`src/rtl/pipe_skid_stage.sv`:
```
// Pipeline register stage with valid/ready handshake, 2-entry skid buffer,
// flush with NOP injection and a saturating stall counter.
module pipe_skid_stage #(
    parameter int unsigned DATA_W  = 64,
    parameter logic [63:0] NOP_VAL = 64'h13,
    parameter int unsigned CNT_W   = 8
) (
    input  logic              clk,
    input  logic              rst_n,
    input  logic              flush,
    input  logic              in_valid,
    output logic              in_ready,
    input  logic [DATA_W-1:0] in_data,
    output logic              out_valid,
    input  logic              out_ready,
    output logic [DATA_W-1:0] out_data,
    output logic [1:0]        occupancy,
    output logic [CNT_W-1:0]  stall_cnt
);

    typedef enum logic [1:0] {
        S_EMPTY = 2'd0,
        S_ONE   = 2'd1,
        S_FULL  = 2'd2
    } state_e;

    localparam logic [DATA_W-1:0] NOP_DATA = DATA_W'(NOP_VAL);

    state_e             state_q;
    logic [DATA_W-1:0]  main_q;
    logic [DATA_W-1:0]  skid_q;
    logic               out_valid_q;
    logic               in_ready_q;
    logic [CNT_W-1:0]   stall_q;

    logic push;
    logic pop;

    // Handshake transfers seen at the coming edge.
    assign push = in_valid && in_ready_q;
    assign pop  = out_valid_q && out_ready;

    // Occupancy FSM with main/skid storage; flush overrides push and pop.
    always_ff @(posedge clk or negedge rst_n) begin
        if (!rst_n) begin
            state_q     <= S_EMPTY;
            main_q      <= NOP_DATA;
            skid_q      <= NOP_DATA;
            out_valid_q <= 1'b0;
            in_ready_q  <= 1'b1;
        end else if (flush) begin
            state_q     <= S_EMPTY;
            main_q      <= NOP_DATA;
            out_valid_q <= 1'b0;
            in_ready_q  <= 1'b1;
        end else begin
            case (state_q)
                S_EMPTY: begin
                    if (push) begin
                        state_q     <= S_ONE;
                        main_q      <= in_data;
                        out_valid_q <= 1'b1;
                    end
                end
                S_ONE: begin
                    if (push && pop) begin
                        main_q <= in_data;
                    end else if (push) begin
                        state_q    <= S_FULL;
                        skid_q     <= in_data;
                        in_ready_q <= 1'b0;
                    end else if (pop) begin
                        state_q     <= S_EMPTY;
                        main_q      <= NOP_DATA;
                        out_valid_q <= 1'b0;
                    end
                end
                S_FULL: begin
                    if (pop) begin
                        state_q    <= S_ONE;
                        main_q     <= skid_q;
                        in_ready_q <= 1'b1;
                    end
                end
                default: begin
                    state_q     <= S_EMPTY;
                    main_q      <= NOP_DATA;
                    out_valid_q <= 1'b0;
                    in_ready_q  <= 1'b1;
                end
            endcase
        end
    end

    // Saturating count of stalled cycles; survives flush, cleared only by reset.
    always_ff @(posedge clk or negedge rst_n) begin
        if (!rst_n) begin
            stall_q <= '0;
        end else if (out_valid_q && !out_ready && (stall_q != '1)) begin
            stall_q <= stall_q + CNT_W'(1);
        end
    end

    assign in_ready  = in_ready_q;
    assign out_valid = out_valid_q;
    assign out_data  = main_q;
    assign occupancy = state_q;
    assign stall_cnt = stall_q;

    // Occupancy encoding 3 must never be reached.
    a_occ_legal: assert property (@(posedge clk) disable iff (!rst_n)
        occupancy != 2'd3);

    // Held output must not change while downstream stalls.
    a_stall_stable: assert property (@(posedge clk) disable iff (!rst_n)
        (out_valid && !out_ready && !flush) |=> (out_valid && $stable(out_data)));

endmodule

```
`config.mk`:
```
export PLATFORM = sky130hd
export DESIGN_NAME = pipe_skid_stage
export DESIGN_NICKNAME = d
export VERILOG_FILES = /design/src/rtl/pipe_skid_stage.sv
export SDC_FILE = /design/constraint.sdc
export NUM_CORES = 1
export LEC_CHECK = 0
export CELL_PAD_IN_SITES_DETAIL_PLACEMENT = 0
export CELL_PAD_IN_SITES_GLOBAL_PLACEMENT = 2
export CORE_UTILIZATION = 32
export CTS_BUF_LIST = sky130_fd_sc_hd__clkbuf_8 sky130_fd_sc_hd__clkbuf_16
export CTS_CLUSTER_DIAMETER = 40
export DETAILED_ROUTE_END_ITERATION = 6
export PLACE_DENSITY = 0.85
export SLEW_MARGIN = 20
export SYNTH_ARGS = -nofsm -noshare
export SYNTH_HDL_FRONTEND = slang
export SYNTH_SLANG_ARGS = --single-unit
```
`constraint.sdc`:
```
create_clock -name clk -period 1.9 [get_ports clk]
set_clock_uncertainty 0.05 [all_clocks]
set_input_delay 0.285 -clock clk [delete_from_list [all_inputs] [get_ports clk]]
set_output_delay 0.285 -clock clk [all_outputs]
set_load 0.01 [all_outputs]
```
==> out/results.tsv, run 1 <==
stage	metric	value	unit
status	status	complete, no violations	
worst_setup_path	cp_top_family	flip-flops	
clock_tree	cts.sinks	140	
yosys	synthCells	714	
placed_design	dp_hpwl	13.1	mm
finish	final_cells	1158	
finish	fill_cells	2061	
job	maxCapViolCount	0	
finish	drive_above_1_share	17.2	%
yosys	syn-mean-instance-area	9.93	um^2
yosys	yosys_warnings	0	
global_route	grt_overflow	0	
clock_tree	htree_levels	4	
finish	multi_input_area	3250	um^2
sta	finalHoldViolations	0	
worst_setup_path	reg2reg_setup_slack	0.11	ns
clock_tree	numCtsBuffers	17	
sta	finalCriticalPeriod	1.83	ns
worst_setup_path	worstSetupPathType	flip-flop to output port	
finish	post-route-cell-area	9820	um^2
sta	holdWs	0.330	ns
worst_setup_path	slowest_stage	dfstp_2	
placed_design	port_buffers	144	
global_route	met2_usage	30.5	%
yosys	synth-xor-area-share	0.371	%
worst_setup_path	r2r-end	skid_q[52]$_DFFE_PN0P_	
die	io_pins	145	
yosys	synth_fp_nets	784	
die	core_area	21800	um^2
worst_setup_path	cp_cell_sequence	clkdlybuf4s50_1	
sta	setup_viol	0	
worst_setup_path	startpoint_type	flip-flop	
finish	fin_util	45.1	%
min_path	hp-class	input port to asynchronous set/reset pin	
worst_setup_path	cp-end-kind	output port	
sta	slew_headroom	43.8	%
worst_setup_path	required	1.56	ns
yosys	muxShareOfSynthArea	17.3	%
worst_setup_path	rr_startpoint	occupancy[1]$_DFFE_PN0P_	
yosys	synth-compound-area-share	16.8	%
global_route	use_met3	3.58	%
worst_setup_path	crit_fanout	2	
drt	drc	0	
die	die_area	22700	um^2
die	die_width	151	um
pwr	vdd_drop_max	692	uV
yosys	syn-cell-area	7090	um^2
clock_tree	insertion_delay	0.41	ns
die	rows	54	
sta	finalCritPeriodShare	96.2	%
drt	via_count	5868	
finish	regArea	3520	um^2
global_route	grt_pass1_vias	5924	
placed_design	gp_congestion	0.739	
placed_design	place_inst	1123	
yosys	synth_top_family_by_area	multiplexers	
worst_setup_path	max_stage_delay	0.55	ns
global_route	use_met1	24.7	%
worst_setup_path	rr_worst_depth	6	
finish	diodes	0	
die	start_util	32.6	%
drt	via_per_inst	5.07	
global_route	grt_start_max_net_pins	69	
pwr	p_leak	0.00421	uW
die	die_y	151	um
finish	area_delta_synth_final	38.5	%
global_route	grt_pass1_wl	32.6	mm
global_route	antenna_found_initial	0	
global_route	grtUsageTotal	18.7	%
pwr	power_density	1120	nW/um^2
global_route	grt-busiest-layer	met2	
drt	first_pass_iters	4	
drt	drt_wl_total	20.3	mm
worst_setup_path	critPathBufInv	1	
yosys	synthAdderAreaFrac	0.177	%
placed_design	placed_area	9140	um^2
clock_tree	clk_pin_slew	0.06	ns
clock_tree	cts_root_buf	clkbuf_16	
yosys	synth.ff_latch_count	140	
sta	rsz0062_at_grt	no	
yosys	ys_types	36	
drt	final_antenna_net_count	0	
yosys	ys_seq_area_share	49.6	%
sta	drv_slew	0	
pwr	p_total	11000	uW
clock_tree	cts_buffer_depth	2	
yosys	synth_simple_gate_area_share	11.1	%
sta	fmaxAchievable	0.547	GHz
drt	wire_per_inst	17.5	um
drt	drt-initial-drc-count	252	
sta	worst_slew_pin_slew	0.843	ns
finish	nets	935	
clock_tree	tritoncts	done	
worst_setup_path	worstSetupPathDepth	1	
worst_setup_path	arrival	1.49	ns
repair_timing:
item                                    CTS  global route
pin swaps                                 0             1
cloned                                    1             0
endpoints found under the setup margin    3             4
resized for setup                         3             4
hold buffers                              1             0
endpoints found under the hold margin    40             0
setup buffers                             1             0
how the worst max path moves through the flow:
stage	end	slack, ns	start
floorplan	skid_q[46]$_DFFE_PN0P_	0.08	in_ready$_DFFE_PN1P_
finish	out_data[0]	0.07	out_data[0]$_DFFE_PN1P_
detailed placement	out_data[62]$_DFFE_PN0P_	-0.14	out_ready
global route	out_data[62]$_DFFE_PN0P_	0.005	occupancy[0]$_DFFE_PN0P_
CTS	out_data[4]	0.0009	out_data[4]$_DFFE_PN1P_
global placement	out_data[62]$_DFFE_PN0P_	-0.12	out_ready
cell families (layout without fill, tap and decap cells):
logic type	count (synthesis)	after routing
AOI/OAI and AO/OA	218	218
xor gates and xnor gates	3	3
adders and majority gates	1	1
buffers and inverters	80	244
DFF	140	140
muxes	116	116
and+or+nand+nor	156	156
cell usage in the layout, fill, tap and decap left out, types with 2 or more instances in the layout:
cell type	n
o21bai_1	3
o21ai_0	107
nand2_1	28
mux2i_1	62
inv_1	19
dfrtp_1	130
clkbuf_16	17
mux2_2	54
and3_1	53
buf_12	11
dfstp_2	7
clkinv_4	2
clkdlybuf4s50_1	138
nand3_1	4
xnor2_1	3
clkinv_2	3
o32ai_1	12
nand2b_1	2
a21o_1	3
bufinv_16	4
nand4b_1	3
a21oi_1	69
buf_4	38
dlygate4sd2_1	2
nor3_1	2
clkinvlp_4	2
nor2_1	52
a221o_1	3
o21ai_1	17
dlymetal6s2s_1	2
dfrtp_4	2
nand4_1	4
sequential cells by signal, summed over array words and instances (netlist names):
name	flops
out_data	64
occupancy	2
in_ready	1
stall_cnt	8
skid_q	64
out_valid	1
where the power goes:
group          internal (uW)  leakage, uW  total, uW  switching [uW]
clock                   2210     0.000309       3480            1270
sequential              3940      0.00178       4450             509
combinational           1620      0.00213       3020            1400
total                   7780      0.00421      11000            3180
routing by layer:
layer  vias up  share of wire (%)  wire (um)
li1       2855                  -          -
met1      2881                 47       9470
met2       111                 48       9750
met3        21                3.6        724
met4         0                1.5        312
met5         -                  0          0
per-stage QoR:
step | TNS, ns | setup slack [ns]
after floorplan | 0 | 0.0803
after global placement | -10.07 | -0.115
after detailed placement | -11.33 | -0.139
after CTS | 0 | 0.000862
after global routing | 0 | 0.00543
final | 0 | 0.0731
cell usage after synthesis:
library cell  number  area [um^2]
inv_1             16         60.1
o32ai_1           12          105
o21bai_1           3         22.5
ha_1               1         12.5
a21o_1             3         22.5
xnor2_1            3         26.3
nor2_1            52          195
mux2_2            54          608
o22ai_1            1         6.26
nand4bb_1          1         11.3
a211oi_4           1         20.0
nand3_1            5         25.0
o21ai_0          108          541
and2_1             1         6.26
buf_2             14         70.1
clkbuf_2           6         30.0
and3b_1            1         8.76
nand2b_1           2         12.5
nor2b_1            1         6.26
nand4b_1           3         26.3
buf_4              2         15.0
nand4_1            4         25.0
a221o_1            3         30.0
nand2_1           28          105
mux2i_1           62          621
nor3_1             2         10.0
and4_1             1         8.76
a21oi_1           69          345
dfrtp_1          133         3330
clkbuf_1          42          158
dfstp_2            7          184
a31oi_1            1         6.26
o21ai_1           16         80.1
o211a_1            1         10.0
and3_1            54          338
nand3b_1           1         7.51
area by class of cell:
class                   count  area share (%)
clock buffers              18            4.47
clock inverters            14            1.82
inverters                  16           0.612
multi-input cells         494            33.1
flip-flops and latches    140            35.9
well taps                 280            3.57
repair buffers            196            20.5
Power figures use the tool's default switching activity.
==> inputs of run 2 (changes only) <==
CORE_UTILIZATION = 29   (was 32)
CTS_CLUSTER_SIZE = 10   (was default)
PLACE_DENSITY = 0.79   (was 0.85)
clock period = 1.57 ns   (was 1.9 ns; I/O delays follow)
==> run 2 against run 1 <==
The flow now finishes with violations (setup timing). Cell count grew 8.7%. Wire length grew 18%. Hold slack lost 0.088 ns. Register-to-register slack lost 0.36 ns. Flip-flop and latch count is the same. Count of clock-buffer cells in the layout grew 1. Global-route usage grew 1.2 points. Critical path depth grew 5. Die area grew 10%. Power grew 32%. Critical endpoint is now skid_q[25]$_DFFE_PN0P_. Largest cell class is now multi-input combinational cells. Largest power group unchanged. Highest routed layer unchanged.
==> out/results.tsv, run 2 (same netlist as run 1, synthesis figures left out) <==
stage	metric	value	unit	change
status	status	complete, but fails checks		
status	violations	setup timing		
pwr	p_total	14400	uW	+32%
global_route	met2_usage	33.4	%	+2.9 points
placed_design	port_buffers	144		unchanged
worst_setup_path	max_stage_delay	0.51	ns	-0.04 ns
global_route	antenna_found_initial	1		+1
global_route	grtUsageTotal	19.9	%	+1.2 points
worst_setup_path	rr_startpoint	occupancy[1]$_DFFE_PN0P_		
worst_setup_path	worstSetupPathType	flip-flop to flip-flop		
worst_setup_path	arrival	2.06	ns	+0.57 ns
clock_tree	cts.sinks	140		unchanged
clock_tree	numCtsBuffers	17		unchanged
global_route	use_met1	26.3	%	+1.6 points
sta	finalCriticalPeriod	1.82	ns	
die	start_util	29.8	%	-2.7 points
sta	setup_viol	129		+129
finish	area_delta_synth_final	59.1	%	
pwr	p_leak	0.00508	uW	+21%
worst_setup_path	crit_fanout	8		+6
die	rows	56		+3.7%
sta	worst_slew_pin_slew	0.990	ns	+0.146 ns
worst_setup_path	reg2reg_setup_slack	-0.25	ns	-0.36 ns
clock_tree	insertion_delay	0.42	ns	about the same
global_route	grt_pass1_vias	6291		+6.2%
sta	finalHoldViolations	0		unchanged
min_path	hp-class	input port to asynchronous set/reset pin		
clock_tree	htree_levels	4		unchanged
pwr	power_density	1280	nW/um^2	+15%
worst_setup_path	startpoint_type	flip-flop		
sta	finalCritPeriodShare	116	%	
global_route	grt-busiest-layer	met2		
global_route	grt_pass1_wl	37.2	mm	+14%
drt	drt-initial-drc-count	297		+18%
placed_design	dp_hpwl	13.7	mm	+4.6%
clock_tree	cts_buffer_depth	2		unchanged
pwr	p_sw	4480	uW	+41%
pwr	clockPowerShare	28.9	%	-2.9 points
worst_setup_path	cp_cell_sequence	and3b_2, nand4b_1, buf_6, buf_12, buf_12, mux2_2		
finish	final_common_cell	dfrtp_1		
finish	diodes	0		unchanged
clock_tree	cts_root_buf	clkbuf_16		
worst_setup_path	worstSetupStartpoint	occupancy[1]$_DFFE_PN0P_		
drt	drc	0		unchanged
die	die_y	158	um	+5.0%
finish	post-route-cell-area	11300	um^2	+15%
die	die_width	158	um	+5.0%
sta	slew_headroom	34.0	%	-9.8 points
worst_setup_path	r2r-end	skid_q[25]$_DFFE_PN0P_		
job	maxCapViolCount	0		unchanged
drt	first_pass_iters	4		unchanged
pwr	seq_power_share	37.4	%	-3.2 points
worst_setup_path	crit_path_end	skid_q[25]$_DFFE_PN0P_		
pwr	vdd_drop_max	602	uV	-13%
drt	drt_wl_total	24.0	mm	+18%
worst_setup_path	required	1.81	ns	+0.25 ns
worst_setup_path	rr_worst_depth	6		unchanged
finish	fill_cells	2199		+6.7%
worst_setup_path	slowest_stage	dfrtp_4		
global_route	grt_start_max_net_pins	69		unchanged
drt	wire_per_inst	19.0	um	+8.8%
drt	via_per_inst	5.00		-1.4%
die	core_area	23800	um^2	+9.2%
worst_setup_path	cp-end-kind	flip-flop		
sta	drv_slew	0		unchanged
pwr	switching_share	31.1	%	+2.1 points
pwr	p_comb_share	33.7	%	+6.1 points
placed_design	dp_slack	-0.517	ns	-0.379 ns
placed_design	gp_congestion	0.713		-3.5%
finish	layout_common_cells	dfrtp_1, dlygate4sd2_1, clkdlybuf4s50_1		
sta	fin_ws	-0.246	ns	-0.319 ns
die	die_area	25100	um^2	+10%
sta	fmaxAchievable	0.551	GHz	
drt	final_antenna_net_count	0		unchanged
pwr	p_int	9940	uW	+28%
drt	via_count	6289		+7.2%
global_route	use_met3	3.95	%	+0.36 points
global_route	grt_overflow	0		unchanged
die	io_pins	145		unchanged
clock_tree	clk_pin_slew	0.06	ns	about the same
worst_setup_path	crit_top_cell	buf_12		
sta	rsz0062_at_grt	yes		
clock_tree	tritoncts	done		
finish	nets	998		+6.7%
finish	drive_above_1_share	33.9	%	+17 points
placed_design	placed_area	9320	um^2	+2.0%
-- run 2: how the worst min path moves through the flow --
stage	start	to	slack, ns
finish	rst_n	out_data[28]$_DFFE_PN0P_	0.24
global route	rst_n	out_data[28]$_DFFE_PN0P_	0.26
CTS	rst_n	out_data[28]$_DFFE_PN0P_	0.25
detailed placement	rst_n	out_data[28]$_DFFE_PN0P_	0.13
global placement	rst_n	out_data[28]$_DFFE_PN0P_	0.13
floorplan	rst_n	occupancy[0]$_DFFE_PN0P_	-0.11
-- run 2: final cells by class --
| class | count | area, um^2 | area share (%) |
|---|---|---|---|
| Multi-Input combinational cell | 494 | 3730 | 33.1 |
| Sequential cell | 140 | 3520 | 31.2 |
| Timing Repair Buffer | 259 | 2960 | 26.3 |
| Clock buffer | 19 | 453 | 4.02 |
| Tap cell | 319 | 399 | 3.54 |
| Clock inverter | 12 | 148 | 1.31 |
| Inverter | 16 | 60.1 | 0.533 |
-- run 2: through the flow --
stage	hold WS, ns	cells	util, %	setup TNS (ns)
after floorplan	-0.110	714	-	-15.44
after global placement	0.127	1173	39.2	-56.55
after detailed placement	0.131	1173	39.2	-58.06
after CTS	0.246	1256	46.2	-21.75
after global routing	0.263	1259	47.5	-29.23
final	0.243	1259	47.5	-21.96
-- run 2: timing repair --
action,in CTS,in global routing
cloned,18,1
setup buffers,36,11
hold endpoints to repair,28,0
endpoints found under the setup margin,204,135
hold buffers,1,0
pin swaps,33,41
resized for setup,186,116
-- run 2: power groups by stage --
stage	clock network [uW]	logic (uW)	registers, uW
2_1_floorplan	0	2040	5410
3_3_place_gp	0	3840	5380
3_5_place_dp	0	3890	5410
4_1_cts	4280	4690	5350
5_1_grt	4430	5250	5530
6_report	4170	4860	5390
-- run 2: layer usage --
layer / routed length [um] / share of wire (%)
met3: 995 / 4.2
met1: 11200 / 47
met2: 11600 / 48
met4: 225 / 0.94
met5: 0 / 0
-- run 2: worst max-delay path: cells and delay by family (launching register included) --
family / cells / cell delay, ns
mux: 1 / 0.27
buf+inv: 3 / 0.49
flops: 1 / 0.51
simple gates: 2 / 0.39
==> inputs of run 3 (changes only) <==
REMOVE_ABC_BUFFERS = 1   (was default)
==> run 3 against run 2 <==
The flow still finishes with violations (setup timing). Hold slack got worse by 0.022 ns. Cell count up 0.40%. Register-to-register slack lost 0.02 ns. Via count grew 1.0%. Clock power grew 5.0%. Utilization is 0.058 points higher. First-iteration DRC count is 3.4% higher. Critical path depth is the same.
==> out/results.tsv, run 3 (same netlist as run 1, synthesis figures left out) <==
stage	metric	value	unit	change
status	status	complete, but fails checks		
status	violations	setup timing		
finish	nets	1002		+0.40%
finish	drive_above_1_share	30.6	%	-3.4 points
die	die_width	158	um	unchanged
pwr	p_int	10400	uW	+4.4%
clock_tree	cts_root_buf	clkbuf_16		
finish	diodes	0		unchanged
drt	drt_wl_total	25.4	mm	+6.2%
drt	wire_per_inst	20.1	um	+5.8%
finish	fin_util	47.5	%	+0.058 points
drt	via_per_inst	5.03		+0.65%
worst_setup_path	crit_top_cell	buf_6		
die	start_util	29.8	%	unchanged
finish	fill_cells	2214		+0.68%
pwr	vdd_drop_max	730	uV	+21%
pwr	power_density	1320	nW/um^2	+3.5%
sta	slew_headroom	71.9	%	+38 points
worst_setup_path	cp-end-kind	flip-flop		
worst_setup_path	crit_fanout	6		-2
pwr	p_comb_share	34.6	%	+0.9 points
pwr	p_leak	0.00509	uW	+0.20%
pwr	p_sw	4550	uW	+1.6%
placed_design	port_buffers	144		unchanged
global_route	grt_overflow	0		unchanged
global_route	grtUsageTotal	20.8	%	+0.83 points
min_path	hp-class	input port to asynchronous set/reset pin		
die	io_pins	145		unchanged
worst_setup_path	max_stage_delay	0.49	ns	-0.02 ns
clock_tree	clk_pin_slew	0.06	ns	about the same
worst_setup_path	cp_cell_sequence	and3b_2, nand4b_1, buf_6, clkbuf_16, buf_6, mux2_4		
die	die_area	25100	um^2	unchanged
finish	area_delta_synth_final	59.3	%	
sta	holdWs	0.221	ns	-0.0216 ns
pwr	seq_power_share	36.1	%	-1.3 points
clock_tree	cts_buffer_depth	2		unchanged
sta	rsz0062_at_grt	yes		
clock_tree	tritoncts	done		
sta	fin_ws	-0.268	ns	-0.0217 ns
worst_setup_path	slowest_stage	dfrtp_4		
die	core_area	23800	um^2	unchanged
sta	fmaxAchievable	0.544	GHz	-1.2%
finish	final_common_cell	dfrtp_1		
drt	via_count	6355		+1.0%
global_route	antenna_found_initial	2		+1
worst_setup_path	startpoint_type	flip-flop		
pwr	clockPowerShare	29.3	%	+0.4 points
sta	worst_slew_pin_slew	0.422	ns	-0.568 ns
clock_tree	numCtsBuffers	17		unchanged
die	rows	56		unchanged
sta	finalCriticalPeriod	1.84	ns	+0.0217 ns
sta	finalCritPeriodShare	117	%	+1.4 points
drt	final_antenna_net_count	0		unchanged
die	die_y	158	um	unchanged
clock_tree	htree_levels	4		unchanged
global_route	grt_start_max_net_pins	69		unchanged
worst_setup_path	required	1.82	ns	about the same
finish	layout_common_cells	dfrtp_1, dlygate4sd2_1, clkdlybuf4s50_1		
placed_design	gp_congestion	0.742		+4.1%
drt	first_pass_iters	4		unchanged
worst_setup_path	worstSetupPathType	flip-flop to flip-flop		
sta	finalHoldViolations	0		unchanged
drt	drc	0		unchanged
drt	drt-initial-drc-count	307		+3.4%
global_route	grt_pass1_wl	38.3	mm	+2.8%
clock_tree	cts.sinks	140		unchanged
pwr	p_total	14900	uW	+3.6%
job	maxCapViolCount	0		unchanged
worst_setup_path	arrival	2.09	ns	+0.03 ns
placed_design	dp_slack	-0.468	ns	+0.0490 ns
clock_tree	insertion_delay	0.42	ns	about the same
placed_design	dp_hpwl	13.5	mm	-2.2%
sta	setup_viol	130		+0.78%
global_route	grt_pass1_vias	6417		+2.0%
pwr	switching_share	30.5	%	-0.58 points
sta	drv_slew	0		unchanged
==> run 3: cell count changes in the layout (fill, tap and decap cells not counted), moves of 8 or more <==
| cell | before | now |
|---|---|---|
| a21oi_2 | 19 | 9 |
| o21ai_0 | 25 | 38 |
| a21oi_1 | 50 | 60 |
| o21ai_2 | 53 | 34 |
| and3_1 | 53 | 45 |
| and3_4 | 0 | 8 |
| o21ai_1 | 41 | 52 |
==> run 3: repair_timing <==
| item | 4_1_cts | 5_1_grt |
|---|---|---|
| setup buffers | 23 | 14 |
| pin swaps | 27 | 47 |
| hold buffers | 1 | 0 |
| setup endpoints to repair | 202 | 135 |
| gates resized for setup | 195 | 98 |
| cloned | 18 | 6 |
| endpoints found under the hold margin | 71 | 0 |
==> run 3: power groups by stage <==
stage / clock network (uW) / registers (uW) / logic, uW
floorplan: 0 / 5500 / 1730
global placement: 0 / 5360 / 3740
detailed placement: 0 / 5400 / 3810
CTS: 4470 / 5340 / 4890
global route: 4620 / 5530 / 5570
finish: 4380 / 5390 / 5170
==> run 3: per-layer routing <==
metal	share of wire [%]	GRT usage [%]	up-vias
met3	4.4	4.41	27
met2	48	34.0	160
li1	-	-	3001
met5	0.051	0	-
met1	46	27.5	3165
met4	1.5	5.95	2
==> run 3: path summary, 6_finish.rpt <==
path,cells after the start,from,to,slack [ns]
setup / recovery,6,occupancy[1]$_DFFE_PN0P_,skid_q[38]$_DFFE_PN0P_,-0.27
hold / removal,2,rst_n,out_data[13]$_DFFE_PN0P_,0.22
setup reg to reg,6,occupancy[1]$_DFFE_PN0P_,skid_q[38]$_DFFE_PN0P_,-0.27
hold reg to reg,2,skid_q[53]$_DFFE_PN0P_,skid_q[53]$_DFFE_PN0P_,0.44
max in group asynchronous,3,rst_n,out_data[7]$_DFFE_PN0P_,0.66
min in group clk,3,flush,out_data[21]$_DFFE_PN0P_,0.34
==> run 3: layout make-up <==
cell class                 instances  area (um^2)  share of cell area [%]
sequential                       140         3520                    31.2
tap                              319          399                    3.54
clock inverter                    12          169                    1.50
timing repair buffer             263         3130                    27.7
multi-input combinational        494         3540                    31.4
clock buffer                      20          467                    4.13
inverter                          16         60.1                   0.532
==> run 3: worst max-delay path: cells and delay by family, from the launching register on <==
family                 cells  cell delay (ns)
buffers and inverters      3             0.44
flip-flops                 1             0.49
multiplexers               1             0.29
AND/OR/NAND/NOR            2             0.44
==> run 3: metrics by stage <==
step           area [um^2]  std cells  setup TNS [ns]
2_1_floorplan         6810        650         -456.36
4_1_cts              10900       1250          -19.63
5_1_grt              11300       1264          -29.63
3_5_place_dp          9340       1176          -54.78
3_3_place_gp          9340       1176          -51.85
6_report             11300       1264          -22.55
